## config.mk

```make
export PLATFORM = sky130hd
export DESIGN_NAME = chan_step_sched
export DESIGN_NICKNAME = d
export VERILOG_FILES = /design/src/rtl/chan_sched_pkg.sv /design/src/rtl/chan_sched_min.sv /design/src/rtl/chan_step_sched.sv
export SDC_FILE = /design/constraint.sdc
export NUM_CORES = 1
export LEC_CHECK = 0
export CORE_MARGIN = 10
export CORE_UTILIZATION = 52
export DETAILED_ROUTE_END_ITERATION = 8
export GPL_ROUTABILITY_DRIVEN = 0
export GPL_TIMING_DRIVEN = 0
export PLACE_DENSITY = 0.75
export SLEW_MARGIN = 30
export SYNTH_ARGS = -nofsm -noshare
export SYNTH_HDL_FRONTEND = slang
export SYNTH_HIERARCHICAL = 1
export SYNTH_SLANG_ARGS = --single-unit
export TNS_END_PERCENT = 100
```

## constraint.sdc

```tcl
create_clock -name clk -period 13.2 [get_ports clk]
set_input_delay 1.32 -clock clk [delete_from_list [all_inputs] [get_ports clk]]
set_output_delay 1.32 -clock clk [all_outputs]
set_load 0.02 [all_outputs]
```

## src/rtl/chan_sched_pkg.sv

```systemverilog
// Shared types and widths for the channel-model timestep scheduler.
package chan_sched_pkg;
  localparam int DT_W   = 16;
  localparam int TIME_W = 32;

  typedef logic [DT_W-1:0]   dt_t;
  typedef logic [TIME_W-1:0] time_t;

  typedef enum logic [1:0] {RUN, HOLD, FLUSH} sched_state_t;
endpackage

```

## src/rtl/chan_sched_min.sv

```systemverilog
// Min-reduction over the pending slots' remaining times, seeded with DT_MAX.
// Also flags every pending slot whose remaining time equals the chosen step.
module chan_sched_min
  import chan_sched_pkg::*;
#(
  parameter int  N_REQ  = 4,
  parameter dt_t DT_MAX = 16'd1000
) (
  input  logic [N_REQ-1:0]           i_pending,
  input  logic [N_REQ-1:0][DT_W-1:0] i_rem,
  output dt_t                        o_step,
  output logic [N_REQ-1:0]           o_hits
);

  always_comb begin
    o_step = DT_MAX;
    for (int i = 0; i < N_REQ; i++) begin
      if (i_pending[i] && (i_rem[i] < o_step)) o_step = i_rem[i];
    end
    o_hits = '0;
    for (int i = 0; i < N_REQ; i++) begin
      o_hits[i] = i_pending[i] && (i_rem[i] == o_step);
    end
  end

endmodule

```

## src/rtl/chan_step_sched.sv

```systemverilog
// Timestep scheduler: issues min(DT_MAX, pending remaining times) each cycle.
// Optional statistics counters are enabled by defining CHAN_SCHED_STATS_EN.
module chan_step_sched
  import chan_sched_pkg::*;
#(
  parameter int  N_REQ  = 4,
  parameter dt_t DT_MAX = 16'd1000
) (
  input  logic                       clk,
  input  logic                       rst,
  input  logic [N_REQ-1:0]           req_valid,
  input  logic [N_REQ-1:0][DT_W-1:0] req_dt,
  output logic [N_REQ-1:0]           req_ready,
  output logic [N_REQ-1:0]           grant,
  input  logic                       stall,
  input  logic                       flush,
  output dt_t                        dt_out,
  output logic                       step_valid,
  output time_t                      emu_time
`ifdef CHAN_SCHED_STATS_EN
  ,
  output time_t                      step_count,
  output time_t                      clamp_count
`endif
);

  sched_state_t              r_state;
  sched_state_t              w_next;
  logic [N_REQ-1:0]          r_pending;
  logic [N_REQ-1:0][DT_W-1:0] r_rem;
  dt_t                       w_step;
  logic [N_REQ-1:0]          w_hits;
  logic [N_REQ-1:0]          w_accept;

  assign req_ready = rst ? ~r_pending : '0;
  assign w_accept  = req_valid & req_ready;

  chan_sched_min #(
    .N_REQ  (N_REQ),
    .DT_MAX (DT_MAX)
  ) u_min (
    .i_pending (r_pending),
    .i_rem     (r_rem),
    .o_step    (w_step),
    .o_hits    (w_hits)
  );

  // Flush beats stall beats run, from every state.
  always_comb begin
    w_next = RUN;
    case (r_state)
      RUN, HOLD, FLUSH: w_next = stall ? HOLD : RUN;
      default:          w_next = RUN;
    endcase
    if (flush) w_next = FLUSH;
  end

  always_ff @(posedge clk or negedge rst) begin
    if (!rst) begin
      r_state    <= RUN;
      r_pending  <= '0;
      r_rem      <= '0;
      dt_out     <= '0;
      step_valid <= 1'b0;
      grant      <= '0;
      emu_time   <= '0;
    end else begin
      r_state <= w_next;
      case (w_next)
        RUN: begin
          dt_out     <= w_step;
          step_valid <= 1'b1;
          grant      <= w_hits;
          emu_time   <= emu_time + TIME_W'(w_step);
          for (int i = 0; i < N_REQ; i++) begin
            if (r_pending[i]) r_rem[i] <= r_rem[i] - w_step;
          end
          r_pending <= r_pending & ~w_hits;
        end
        FLUSH: begin
          dt_out     <= '0;
          step_valid <= 1'b0;
          grant      <= '0;
          r_pending  <= '0;
        end
        default: begin
          dt_out     <= '0;
          step_valid <= 1'b0;
          grant      <= '0;
        end
      endcase
      // Accepts land last so they survive a flush; zero-length requests become 1.
      for (int i = 0; i < N_REQ; i++) begin
        if (w_accept[i]) begin
          r_rem[i]     <= (req_dt[i] == '0) ? DT_W'(1) : req_dt[i];
          r_pending[i] <= 1'b1;
        end
      end
    end
  end

`ifdef CHAN_SCHED_STATS_EN
  always_ff @(posedge clk or negedge rst) begin
    if (!rst) begin
      step_count  <= '0;
      clamp_count <= '0;
    end else if (w_next == RUN) begin
      step_count <= step_count + 1'b1;
      if ((w_step == DT_MAX) && (|r_pending)) clamp_count <= clamp_count + 1'b1;
    end
  end
`endif

endmodule

```

==> summary.txt <==
Final layout
  • Syn-to-layout area delta: 20.3%
  • Final net count: 1,696
  • Fillers: 1,805
  • Layout Utilization: 0.640
  • Share of post-route cells with drive strength above 1: 0.0602
  • N_diodes: 0

Setup path
  • CP max stage cell: a21oi_1
  • CP endpoint kind: flip-flop
  • CP Launch Type: flip-flop
  • Required time of the worst setup path: 13.49 ns
  • Critical Path Fanout Max: 10
  • Crit path kind: reg2reg
  • CP Data Arrival Time: 12.34 ns
  • Slowest Stage Delay on Critical Path: 0.67 ns

Detailed routing
  • Vias post-DR: 11,000
  • Routed len/inst: 21.1 um
  • Post-route DRC: 0
  • DRT Pass-1 Iters: 7
  • DR vias/cell: 6.13
  • Post-route ant nets: 0
  • Total wire length: 37,600 um
  • Number of DRC markers in iteration 0: 827

Floorplan
  • Die Ht: 167 um
  • Initial cell density of the core: 0.532
  • I/O pin count: 129
  • Cell row count: 53
  • Die area: 0.0279 sq mm
  • Die W: 167 um
  • Core area: 0.0212 sq mm

Synth
  • EDFF count, synth: 0
  • Ys async rst share: 1.00
  • Synth cell types: 81
  • Ys Warns: 6
  • Seq cells post-synth: 123
  • Synth Area per Inst: 8.35 sq um
  • Synthesized cell area: 0.0113 sq mm
  • Register area share after synthesis: 0.274
  • Synth Instances: 1,347
  • Ys flop type: dfrtp_1

Global routing
  • Largest net degree at the start of global routing: 86
  • Global-route wire length before repair: 59,800 um
  • Initial antenna violation count: 0
  • Vias in the first global route: 11,000
  • GRT Resource Usage Total: 0.264
  • Grt ovf: 0

Clocking
  • Total clock buffers created by CTS: 17
  • CTS resizes: 0
  • H-tree depth: 4
  • CTS Buffer Depth: 2
  • # Post-CTS Setup Buffers: 0
  • Clock Sinks: 123
  • Reg clk slew, reported paths: 0.07 ns
  • Hold Buf Count CTS: 0
  • TritonCTS clock tree: built
  • Root buffer selected by CTS: clkbuf_16
  • Worst skew pair latency: 0.43 ns

STA
  • Worst-margin pin slew: 0.883 ns
  • Fin crit share: 0.913
  • Endpoints failing setup: 0
  • Min cycle time layout: 12.05 ns
  • Final hold vios: 0
  • RSZ-0062 raised after global routing: false
  • Worst clock skew: 0.0126 ns
  • Setup TNS: 0 ns
  • F_max: 83.0 MHz
  • Pins Over Slew Limit: 0
  • Worst slew margin: 0.411

Place
  • Port Buffers: 128
  • Detailed Place HPWL: 28,600 um

Pwr
  • Maximum vdd ir drop: 0.166 mV
  • Leakage: 6.14 nW
  • Pwr per Cell Area: 313 mW/mm^2

Min path
  • Hold Path Class: reg2reg

Run
  • Maxcap violations: 0

Outcome
  • Run status: complete, no violations
metrics by stage:
step	setup slack [ns]	std cells	power, mW	hold slack [ns]	area (sq um)
detailed placement	1.68	1756	3.64	0.479	12900
global route	0.716	1787	4.57	0.521	13500
floorplan	3.71	1352	2.88	0.525	11300
finish	1.15	1787	4.24	0.494	13500
global placement	1.84	1755	3.56	0.479	12900
CTS	1.62	1787	4.16	0.496	13500
logic make-up (layout without fill, tap and decap cells):
| family | Yosys count | count (layout) | synth area share |
|---|---|---|---|
| simple gates | 433 | 433 | 0.186 |
| compound gates | 375 | 375 | 0.221 |
| buf+inv | 133 | 293 | 0.0469 |
| fa+ha+maj | 128 | 128 | 0.145 |
| flops | 123 | 123 | 0.274 |
| xor+xnor | 117 | 117 | 0.0911 |
| mux | 37 | 37 | 0.0358 |
| other cells | 1 | 6 | 0.000333 |
cells in the mapped netlist, types with 4 or more instances:
cell type | number | area [sq um]
dfrtp_1 | 123 | 3080
nor2_1 | 122 | 458
ha_1 | 119 | 1490
nand2_1 | 109 | 409
inv_1 | 99 | 372
a21oi_1 | 95 | 475
o21ai_0 | 94 | 470
xnor2_1 | 74 | 648
xor2_1 | 43 | 377
nand3_1 | 37 | 185
nor3_1 | 31 | 155
a21o_1 | 27 | 203
clkbuf_1 | 27 | 101
nand2b_1 | 21 | 131
mux2_2 | 20 | 225
and2_1 | 18 | 113
nor4_1 | 18 | 113
o21a_1 | 18 | 135
nor2b_1 | 17 | 106
o211ai_1 | 17 | 128
mux2i_1 | 15 | 150
nand4_1 | 15 | 93.8
and3_1 | 14 | 87.6
o22ai_1 | 13 | 81.3
a211oi_1 | 9 | 67.6
a31oi_1 | 9 | 56.3
or3_1 | 9 | 56.3
a22oi_1 | 8 | 60.1
a41oi_1 | 8 | 70.1
or2_2 | 7 | 43.8
a221o_1 | 6 | 60.1
o221ai_1 | 6 | 52.6
o31a_1 | 6 | 52.6
a21boi_0 | 5 | 37.5
a22o_1 | 5 | 43.8
fa_1 | 5 | 100
nand3b_1 | 4 | 30.0
o21bai_1 | 4 | 30.0
power by group:
part	switching, mW	internal, mW	leakage [nW]
sequential	0.241	0.511	1.54
clock	0.190	0.303	0.297
combinational	1.71	1.28	4.30
total	2.15	2.09	6.14
worst max-delay path: cells and delay by family, from the launching register on:
kind                     cells  cell delay (ns)
adder cells (fa/ha/maj)      4             1.29
buffers and inverters        6             1.53
AO/OA/AOI/OAI               24             6.61
AND/OR/NAND/NOR              6             1.56
XOR/XNOR                     1             0.12
flip-flops                   1             0.45
multiplexers                 1             0.32
per-layer routing:
layer / global-route usage / up-vias / share of wire
li1: - / 5165 / -
met1: 0.323 / 5212 / 0.40
met2: 0.420 / 477 / 0.45
met3: 0.0796 / 108 / 0.099
met4: 0.116 / 0 / 0.045
met5: 0 / - / 0
layout by cell type, fill, tap and decap left out, types with 20 or more instances in the layout:
cell	instances
mux2_2	20
clkbuf_1	27
nor3_1	31
nand2_1	109
dfrtp_1	123
a21oi_1	95
inv_1	99
ha_1	119
xor2_1	43
nor2_1	122
clkdlybuf4s50_1	127
xnor2_1	74
nand3_1	37
o21ai_0	94
a21o_1	27
nand2b_1	21
final timing paths:
path | start | endpoint | slack, ns | cells after the start
worst min register to register | emu_time[28]$_DFFE_PN0P_ | emu_time[28]$_DFFE_PN0P_ | 0.49 | 1
worst max-delay path | r_rem[15]$_DFFE_PN0P_ | r_rem[63]$_DFFE_PN0P_ | 1.15 | 42
max in group asynchronous | rst | r_rem[18]$_DFFE_PN0P_ | 11.67 | 2
worst min-delay path | emu_time[28]$_DFFE_PN0P_ | emu_time[28]$_DFFE_PN0P_ | 0.49 | 1
min in group asynchronous | rst | emu_time[23]$_DFFE_PN0P_ | 0.76 | 1
worst max register to register | r_rem[15]$_DFFE_PN0P_ | r_rem[63]$_DFFE_PN0P_ | 1.15 | 42
flip-flops by register name (all words and copies together), names as in the netlist:
register	flops
r_pending	4
r_rem	64
step_valid	1
dt_out	16
r_state	2
grant	4
emu_time	32
cell type report:
| class | instances | area, sq um | area share |
|---|---|---|---|
| buffer | 34 | 156 | 0.0116 |
| tap | 275 | 344 | 0.0254 |
| sequential | 123 | 3080 | 0.227 |
| clock inverter | 13 | 165 | 0.0122 |
| inverter | 99 | 372 | 0.0275 |
| timing repair buffer | 129 | 1310 | 0.0971 |
| multi-input combinational | 1096 | 7660 | 0.566 |
| clock buffer | 18 | 439 | 0.0325 |
Note: power is estimated with default switching activity, not from simulation.
